`src/rtl/bcd_result_display.sv`:
```
// Two-digit multiplexed 7-segment display for one adder-subtractor result:
// the ones digit shows the BCD nibble, the tens digit shows carry or sign.
module bcd_result_display #(
    parameter int unsigned SCAN_DIV = 4
) (
    input  logic       clk,
    input  logic       rst,
    input  logic [3:0] sum,
    input  logic       Cout,
    input  logic       op,
    input  logic       load,
    output logic [6:0] seg,
    output logic [1:0] an,
    output logic       load_ack
);

    typedef enum logic [1:0] {
        IDLE      = 2'd0,
        SHOW_ONES = 2'd1,
        SHOW_TENS = 2'd2
    } state_t;

    localparam logic [15:0] CNT_LAST = 16'(SCAN_DIV - 1);

    localparam logic [6:0] GLYPH_ONE   = 7'h06;
    localparam logic [6:0] GLYPH_MINUS = 7'h40;
    localparam logic [6:0] GLYPH_E     = 7'h79;
    localparam logic [6:0] GLYPH_BLANK = 7'h00;

    state_t      state_q;
    logic [15:0] cnt_q;
    logic [3:0]  sum_q;
    logic        cout_q;
    logic        op_q;
    logic        ack_q;

    logic [6:0]  seg_d;
    logic [1:0]  an_d;

    // Nibble-to-segment decode; anything above 9 is an error glyph.
    function automatic logic [6:0] digit_glyph(input logic [3:0] nib);
        logic [6:0] g;
        case (nib)
            4'd0:    g = 7'h3F;
            4'd1:    g = 7'h06;
            4'd2:    g = 7'h5B;
            4'd3:    g = 7'h4F;
            4'd4:    g = 7'h66;
            4'd5:    g = 7'h6D;
            4'd6:    g = 7'h7D;
            4'd7:    g = 7'h07;
            4'd8:    g = 7'h7F;
            4'd9:    g = 7'h6F;
            default: g = GLYPH_E;
        endcase
        return g;
    endfunction

    // Tens digit: carry for add, minus sign for a borrow on subtract.
    function automatic logic [6:0] tens_glyph(input logic [3:0] nib, input logic o,
                                              input logic c);
        logic [6:0] g;
        if (nib > 4'd9) begin
            g = GLYPH_BLANK;
        end else if (o == 1'b0) begin
            g = c ? GLYPH_ONE : GLYPH_BLANK;
        end else begin
            g = c ? GLYPH_BLANK : GLYPH_MINUS;
        end
        return g;
    endfunction

    // Scan FSM, data capture and acknowledge pulse.
    always_ff @(posedge clk) begin
        if (rst) begin
            state_q <= IDLE;
            cnt_q   <= 16'd0;
            sum_q   <= 4'd0;
            cout_q  <= 1'b0;
            op_q    <= 1'b0;
            ack_q   <= 1'b0;
        end else begin
            ack_q <= load;
            if (load) begin
                sum_q  <= sum;
                cout_q <= Cout;
                op_q   <= op;
            end
            case (state_q)
                IDLE: begin
                    cnt_q <= 16'd0;
                    if (load) begin
                        state_q <= SHOW_ONES;
                    end else begin
                        state_q <= IDLE;
                    end
                end
                SHOW_ONES: begin
                    if (cnt_q == CNT_LAST) begin
                        cnt_q   <= 16'd0;
                        state_q <= SHOW_TENS;
                    end else begin
                        cnt_q <= cnt_q + 16'd1;
                    end
                end
                SHOW_TENS: begin
                    if (cnt_q == CNT_LAST) begin
                        cnt_q   <= 16'd0;
                        state_q <= SHOW_ONES;
                    end else begin
                        cnt_q <= cnt_q + 16'd1;
                    end
                end
                default: begin
                    cnt_q   <= 16'd0;
                    state_q <= IDLE;
                end
            endcase
        end
    end

    // Display decode straight from registered state so new data shows at once.
    always_comb begin
        seg_d = GLYPH_BLANK;
        an_d  = 2'b00;
        case (state_q)
            SHOW_ONES: begin
                an_d  = 2'b01;
                seg_d = digit_glyph(sum_q);
            end
            SHOW_TENS: begin
                an_d  = 2'b10;
                seg_d = tens_glyph(sum_q, op_q, cout_q);
            end
            default: begin
                an_d  = 2'b00;
                seg_d = GLYPH_BLANK;
            end
        endcase
    end

    assign seg      = seg_d;
    assign an       = an_d;
    assign load_ack = ack_q;

endmodule

```
`config.mk`:
```
export PLATFORM = sky130hd
export DESIGN_NAME = bcd_result_display
export DESIGN_NICKNAME = d
export VERILOG_FILES = /design/src/rtl/bcd_result_display.sv
export SDC_FILE = /design/constraint.sdc
export NUM_CORES = 1
export LEC_CHECK = 0
export CAP_MARGIN = 20
export CORE_UTILIZATION = 44
export CTS_BUF_LIST = sky130_fd_sc_hd__clkbuf_2 sky130_fd_sc_hd__clkbuf_4 sky130_fd_sc_hd__clkbuf_8
export DETAILED_ROUTE_END_ITERATION = 16
export GPL_ROUTABILITY_DRIVEN = 0
export PLACE_DENSITY = 0.77
export SLEW_MARGIN = 20
export SYNTH_ARGS = -nofsm -noshare
export SYNTH_HDL_FRONTEND = slang
export SYNTH_SLANG_ARGS = --single-unit
```
`constraint.sdc`:
```
create_clock -name clk -period 2.45 [get_ports clk]
set_clock_uncertainty 0.15 [all_clocks]
set_input_delay 0.6125 -clock clk [delete_from_list [all_inputs] [get_ports clk]]
set_output_delay 0.6125 -clock clk [all_outputs]
set_load 0.05 [all_outputs]
```
* Word level (Yosys, flattened, before mapping) *
Memory sizes are Yosys's and may differ from the RTL's. A register that Yosys moved wholly into a read port is not among the register bits.
Cells that the tools add are included.
W data, S select, Z words.

storage, ports and cells
  register bits after elaboration = 25
  ROM bits = 112
  bits of input ports = 9
  output and inout bits = 10
  word-level logic and storage cells = 31
  memories kept = 1

cells by class
  add/sub/neg operators = 1
  order comparisons = 1
  equality and inequality tests = 5
  mux-type cells = 12
  bitwise gates (word level) = 1
  reduce and logical (&&, ||, !) cells = 4

memory list
  name             words  width  rd ports  clocked after memory_dff  wr ports  RTL line  text
  (no name shown)  16     7      1         1                         0         43        case (nib)

operators with widths
  kind                     count
  $mux W7                  3
  $add A16 B1 Y16 const B  1
  $eq A16 B2 Y1 const B    1
  $pmux W7 S2              1
  $mux W4                  2
  $pmux W2 S3              1
  $gt A4 B4 Y1 const B     1
  $mux W2                  2
  $ne A2 B2 Y1 const B     2
  $pmux W2 S2              1
  $mux W3                  1
  $reduce_or A3 Y1         1
  $eq A2 B1 Y1 const B     1
  $eq A2 B2 Y1 const B     1
  $logic_not A2 Y1         1
  $reduce_and A2 Y1        1
  $reduce_or A2 Y1         1
  $mux W1                  1
  $not A1 Y1               1

* Longest topological paths before layout *
Gate-level depths: netlist (run 1).

  word-level depth = 4
  gate-level depth with buffers = 8
  gate-level depth less buffers = 7

* Worst setup path after synthesis (run 1) *
OpenSTA, ideal clock, no wires.

  path type = flip-flop to output port
  start point = register state_q[1]
  end point = output seg[1]
  arrival time = 1916 ps
  data required time = 1688 ps
  setup slack = -229 ps
  cell stages (with the launch flop) = 4
  path buffers = 0
  cell sequence = dfxtp_1 > inv_1 > ha_1 > a21boi_0

between the ends
  cells in the longest elaborated chain, start to end = 2
  elaborated cells on any way between the ends = 3
  classes of those cells = 2 x eq/ne; 1 x mux

RTL lines
  what                                                 RTL line  text
  start, declared                                      30        state_t state_q;
  start signal, assigned                               76        state_q <= IDLE;
  start signal, assigned                               93        state_q <= SHOW_ONES;
  start signal, assigned                               95        state_q <= IDLE;
  $eq A2 B2 Y1 / $eq A2 B1 Y1 (equally long branches)  126       case (state_q)
  $pmux W7 S2 *                                        126
  end, declared                                        12        output logic [6:0] seg,

Every way passes the cells marked *; elsewhere a longest branch is shown, timed or not.

* Worst setup path in the final report (run 1) *
  start point = register state_q[0]
  end point = output seg[2]

Same word-level chain as after synthesis.

==> metrics.yaml, run 1 <==
cp.required_ns: 1.69
clock_tree.root_cell: "clkbuf_4"
syn_area_um2: 1610
critPathArrivalTime_ns: 1.58
status: "complete, no violations"
first_pass_iters: 4
grt_usage_pct: 18.2
async_reset_ff_share_pct: 0
syn_area_per_cell_um2: 9.55
syn-num-nets: 190
cts_buffer_depth: 2
grt-ovfl-total: 0
synth.distinct_cells: 38
synth_warnings: 0
ant_nets: 0
cts_buffers: 5
post_drt_wl_per_cell_um: 12.9
grt_max_degree: 17
yosysSeqAreaShare_pct: 39.7
worst_slack_ns: 0.109
htree_levels: 2
die_area_um2: 3910
tightest_slew_ns: 0.493
regArea_um2: 642
postSynthCellCount: 169
vias_per_cell: 5.19
diodes: 0
setup_viol: 0
critPathCaptureType: "output port"
grt_pass1_wl_um: 5470
dp_hpwl_um: 2480
slew_headroom_pct: 67.0
rsz0062_at_grt: "false"
cts_setup_buffers: 0
nNetsFinal: 221
final.min_clock_period_ns: 2.34
worst-path-max-fanout: 5
powerDensity_nw_per_um2: 738
cts_hold_buffers: 0
drt_iter0_markers: 67
grt_pass1_vias: 1330
clk_pin_slew_ns: 0.10
yosys_most_used_dff: "dfxtp_1"
wl_um: 3180
dp_slack_ns: -0.0672
drive_gt1_share_pct: 24.5
die_h_um: 62.6
clock_sinks: 32
max-cap-violations: 0
slew_violations: 0
antenna_found_initial: 0
multiInputGateArea_um2: 925
rows: 21
ys_ff_latch: 32
synth_edf_count: 0
worstHoldPathType: "reg -> reg"
core_um2: 3420
n_fill_cell: 302
leakagePower_nw: 0.760
criticalPathCategory: "reg -> out"
drc: 0
num_io_pins: 19
start_kind: "register"
die_w_um: 62.6
utilization_pct: 59.9
vias: 1276
clk_latency_ns: 0.33
irDropWorstVdd_mv: 0.439
hold_violations: 0
timing.fmax_mhz: 427
tritoncts: "yes"
placed_area_um2: 1960
finalCritPeriodShare_pct: 95.5
io_buffers: 18
area_delta_synth_final_pct: 26.8
final_area_um2: 2050
initial_utilization_pct: 47.3
[metal layers]
| layer | global-route usage [%] | wire, um |
|---|---|---|
| met1 | 17.6 | 1310 |
| met2 | 34.2 | 1710 |
| met3 | 6.75 | 123 |
| met4 | 7.27 | 37 |
| met5 | 0 | 0 |
[cell usage after synthesis, types with 2 or more instances]
| library cell | instances | area share, % |
|---|---|---|
| and2_1 | 4 | 1.6 |
| xnor2_1 | 13 | 7.1 |
| nand4b_1 | 2 | 1.1 |
| ha_1 | 12 | 9.3 |
| a21o_1 | 2 | 0.93 |
| nor3_1 | 4 | 1.2 |
| a21oi_1 | 3 | 0.93 |
| nand3_2 | 2 | 1.2 |
| nor2_1 | 29 | 6.7 |
| inv_1 | 9 | 2.1 |
| nand2_1 | 11 | 2.6 |
| dfxtp_1 | 32 | 40 |
| nor4_2 | 7 | 5.4 |
| a21boi_0 | 3 | 1.4 |
| nand4_1 | 3 | 1.2 |
| mux2i_1 | 6 | 3.7 |
| nand3_1 | 4 | 1.2 |
| a211o_1 | 3 | 1.6 |
[cells in the final DEF (no fill, tap or decap), types with 5 or more instances in the layout]
| cell | Yosys | layout |
|---|---|---|
| inv_1 | 9 | 8 |
| clkbuf_4 | 0 | 5 |
| xnor2_1 | 13 | 13 |
| nand2_1 | 11 | 11 |
| dfxtp_1 | 32 | 31 |
| mux2i_1 | 6 | 6 |
| clkdlybuf4s50_1 | 0 | 9 |
| nor4_2 | 7 | 7 |
| buf_12 | 0 | 7 |
| buf_4 | 1 | 12 |
| ha_1 | 12 | 10 |
| nor2_1 | 29 | 29 |
[cells by family after synthesis]
group / count (synthesis) / share of synthesized area (%)
muxes: 7 / 5.12
adders and majority gates: 12 / 9.30
and+or+nand+nor: 74 / 26.8
AOI/OAI and AO/OA: 16 / 7.44
DFF: 32 / 39.7
xor gates and xnor gates: 14 / 7.60
buffers and inverters: 14 / 4.03
[area by class of cell]
cell class                      instances  area share, %
Timing Repair Buffer                   28           15.6
Sequential cell                        32           31.4
Multi-Input combinational cell        123           45.2
Inverter                               10           1.83
Tap cell                               46           2.81
Clock buffer                            7           3.18
[critical path, cell delays in order, from the launching register on]
cell and delay (ns):
dfxtp_1 0.44, inv_2 0.08, ha_1 0.33, a21boi_2 0.24
buf_12 0.16
[final timing paths]
kind	start	depth (start not counted)	slack (ns)	end
min	cnt_q[0]$_SDFF_PP0_	1	0.34	cnt_q[0]$_SDFF_PP0_
max reg2reg	cnt_q[0]$_SDFF_PP0_	5	0.57	state_q[0]$_SDFFE_PP0P_
min reg2reg	cnt_q[0]$_SDFF_PP0_	1	0.34	cnt_q[0]$_SDFF_PP0_
max	state_q[0]$_SDFFE_PP0P_	4	0.11	seg[2]
[where the power goes]
part           switching (mW)  internal (mW)  total [mW]
clock                   0.175          0.163       0.337
combinational           0.327          0.259       0.586
sequential             0.0307          0.557       0.588
[through the flow]
step | total power [mW] | TNS [ns] | hold WS [ns] | instances
after floorplan | 0.946 | -0.686 | 0.290 | 169
after global placement | 1.16 | 0 | 0.301 | 239
after detailed placement | 1.17 | -0.180 | 0.315 | 239
after CTS | 1.52 | 0 | 0.339 | 246
after global routing | 1.59 | 0 | 0.368 | 246
final | 1.51 | 0 | 0.336 | 246
[repair_timing]
action / in CTS / in global routing
gates resized for setup: 6 / 4
pin swaps: 0 / 2
hold endpoints to repair: 0 / 0
endpoints found under the setup margin: 3 / 3
Note: power is estimated with default switching activity, not from simulation.
==> run 2, diff against run 1 <==
- ABC_AREA: unset -> 1
==> metrics.yaml, run 2 <==
placed_area_um2: 1940  # was 1960 um^2
final.min_clock_period_ns: 2.37  # was 2.34 ns
grt_pass1_vias: 1301  # was 1,330
cts_buffers: 5  # unchanged
drt_iter0_markers: 43  # was 67
num_io_pins: 19  # unchanged
final_cell_mix: "nor2_1, nand2_1, dfxtp_1, inv_1, nand3_1"  # was dfxtp_1, nor2_1, xnor2_1, buf_4, nand2_1
drive_gt1_share_pct: 14.6  # was 24.5%
critPathCaptureType: "output port"  # unchanged
post_drt_wl_per_cell_um: 10.6  # was 12.9 um
grt-ovfl-total: 0  # unchanged
vias: 1403  # was 1,276
criticalPathCategory: "reg -> out"  # unchanged
clk_pin_slew_ns: 0.06  # was 0.10 ns
synthTopCellsByCount: "nor2_1, nand2_1, dfxtp_1"  # was dfxtp_1, nor2_1, xnor2_1
antenna_found_initial: 0  # unchanged
worstHoldPathType: "reg -> reg"  # unchanged
drc: 0  # unchanged
cts_buffer_depth: 2  # unchanged
cts_setup_buffers: 0  # unchanged
tightest_slew_ns: 0.489  # was 0.493 ns
finalCritPeriodShare_pct: 96.8  # was 95.5%
initial_utilization_pct: 47.0  # was 47.3%
yosysTopAreaCell: "dfxtp_1"  # unchanged
diodes: 0  # unchanged
core_um2: 3440  # was 3420 um^2
postSynthCellCount: 219  # was 169
holdPathStages: 1  # unchanged
powerDensity_nw_per_um2: 819  # was 738 nW/um^2
crit_buf_inv: 2  # unchanged
cp.required_ns: 1.69  # about the same
cp_cell_sequence: "inv_1, ha_1, nand4_1, a21oi_1, buf_12"  # was inv_2, ha_1, a21boi_2, buf_12
leakagePower_nw: 0.849  # was 0.760 nW
grt_max_degree: 15  # was 17
timing.fmax_mhz: 421  # was 427 MHz
syn_area_um2: 1620  # was 1610 um^2
critPathSlowestCell: "dfxtp_1"  # unchanged
cp_top_family: "flip-flops"  # unchanged
critPathArrivalTime_ns: 1.61  # was 1.58 ns
dp_hpwl_um: 2350  # was 2480 um
die_area_um2: 3930  # was 3910 um^2
clock_sinks: 32  # unchanged
nNetsFinal: 267  # was 221
netlist_top_cells_area: "dfxtp_1, nor2_1, nand2_1"  # was dfxtp_1, ha_1, xnor2_1
htree_levels: 2  # unchanged
start_kind: "register"  # unchanged
ys_ff_latch: 32  # unchanged
ant_nets: 0  # unchanged
dp_slack_ns: -0.0507  # was -0.0672 ns
cts_hold_buffers: 0  # unchanged
irDropWorstVdd_mv: 0.396  # was 0.439 mV
final_area_um2: 2030  # was 2050 um^2
first_pass_iters: 4  # unchanged
wl_um: 3080  # was 3180 um
worst-path-max-fanout: 4  # was 5
vias_per_cell: 4.80  # was 5.19
yosys_most_used_dff: "dfxtp_1"  # unchanged
tritoncts: "yes"  # unchanged
synth.distinct_cells: 28  # was 38
final_common_cell: "nor2_1"  # was dfxtp_1
rsz0062_at_grt: "false"  # unchanged
setup_viol: 0  # unchanged
grt_pass1_wl_um: 5310  # was 5470 um
die_h_um: 62.7  # was 62.6 um
io_buffers: 18  # unchanged
rows: 21  # unchanged
yosysSeqAreaShare_pct: 39.6  # was 39.7%
async_reset_ff_share_pct: 0  # unchanged
synth_most_common_cell: "nor2_1"  # was dfxtp_1
die_w_um: 62.7  # was 62.6 um
clock_tree.root_cell: "clkbuf_8"  # was clkbuf_4
slew_headroom_pct: 67.3  # was 67.0%
status: "complete, no violations"  # unchanged
n_fill_cell: 324  # was 302
r2r_cells: 6  # was 5
syn_area_per_cell_um2: 7.39  # was 9.55 um^2
synth_top_area_share_pct: 39.6  # was 39.7%
hold_violations: 0  # unchanged
worst_slack_ns: 0.0774  # was 0.109 ns
cpPeakStageDelay_ns: 0.34  # was 0.44 ns
utilization_pct: 58.9  # was 59.9%
slew_violations: 0  # unchanged
synth_warnings: 0  # unchanged
synth_edf_count: 0  # unchanged
grt_usage_pct: 17.3  # was 18.2%
syn-num-nets: 240  # was 190
crit_cells: 5  # was 4
clk_latency_ns: 0.28  # was 0.33 ns
max-cap-violations: 0  # unchanged
area_delta_synth_final_pct: 25.3  # was 26.8%
## run 2: final timing paths
path / slack (ns) / endpoint / start
hold reg to reg: 0.30 / cnt_q[0]$_SDFF_PP0_ / cnt_q[0]$_SDFF_PP0_
setup reg to reg: 0.79 / cnt_q[15]$_SDFF_PP0_ / state_q[0]$_SDFFE_PP0P_
setup / recovery: 0.08 / seg[2] / state_q[0]$_SDFFE_PP0P_
hold / removal: 0.30 / cnt_q[0]$_SDFF_PP0_ / cnt_q[0]$_SDFF_PP0_
## run 2: kinds of logic after synthesis
family	Yosys count	synth area share [%]
adder cells (fa/ha/maj)	12	9.27
AO/OA/AOI/OAI	24	8.35
AND/OR/NAND/NOR	117	32.3
XOR/XNOR	7	3.79
buffers and inverters	27	6.72
flip-flops	32	39.6
## run 2: stage by stage
step | setup TNS [ns] | std cells | power [mW] | hold slack, ns
global placement | -0.00264 | 285 | 1.27 | 0.278
CTS | 0 | 292 | 1.67 | 0.301
finish | 0 | 292 | 1.66 | 0.303
floorplan | 0 | 219 | 1.05 | 0.267
detailed placement | -0.0967 | 285 | 1.28 | 0.292
global route | 0 | 292 | 1.76 | 0.345
## run 2: timing repair
item | 4_1_cts | 5_1_grt
setup endpoints to repair | 1 | 2
gates resized for setup | 1 | 2
gates cloned | 0 | 0
## run 2: layer usage
layer	up-vias	part of all wire, %	global-route usage, %
met2	17	53	31.7
li1	748	-	-
met4	0	0.42	5.23
met1	636	44	18.2
met3	2	2.7	6.20
met5	-	0	0
## run 2: cell type report
cell class / instances / area [um^2] / share of cell area, %
clock inverters: 1 / 5.00 / 0.247
repair buffers: 22 / 275 / 13.6
flip-flops and latches: 32 / 641 / 31.6
multi-input cells: 160 / 880 / 43.4
well taps: 46 / 57.6 / 2.84
inverters: 25 / 93.8 / 4.63
clock buffers: 6 / 76.3 / 3.76
## run 2: power breakdown
group,leakage (nW),internal (mW),switching [mW]
clock network,0.0445,0.204,0.178
logic,0.543,0.264,0.421
registers,0.262,0.567,0.0266
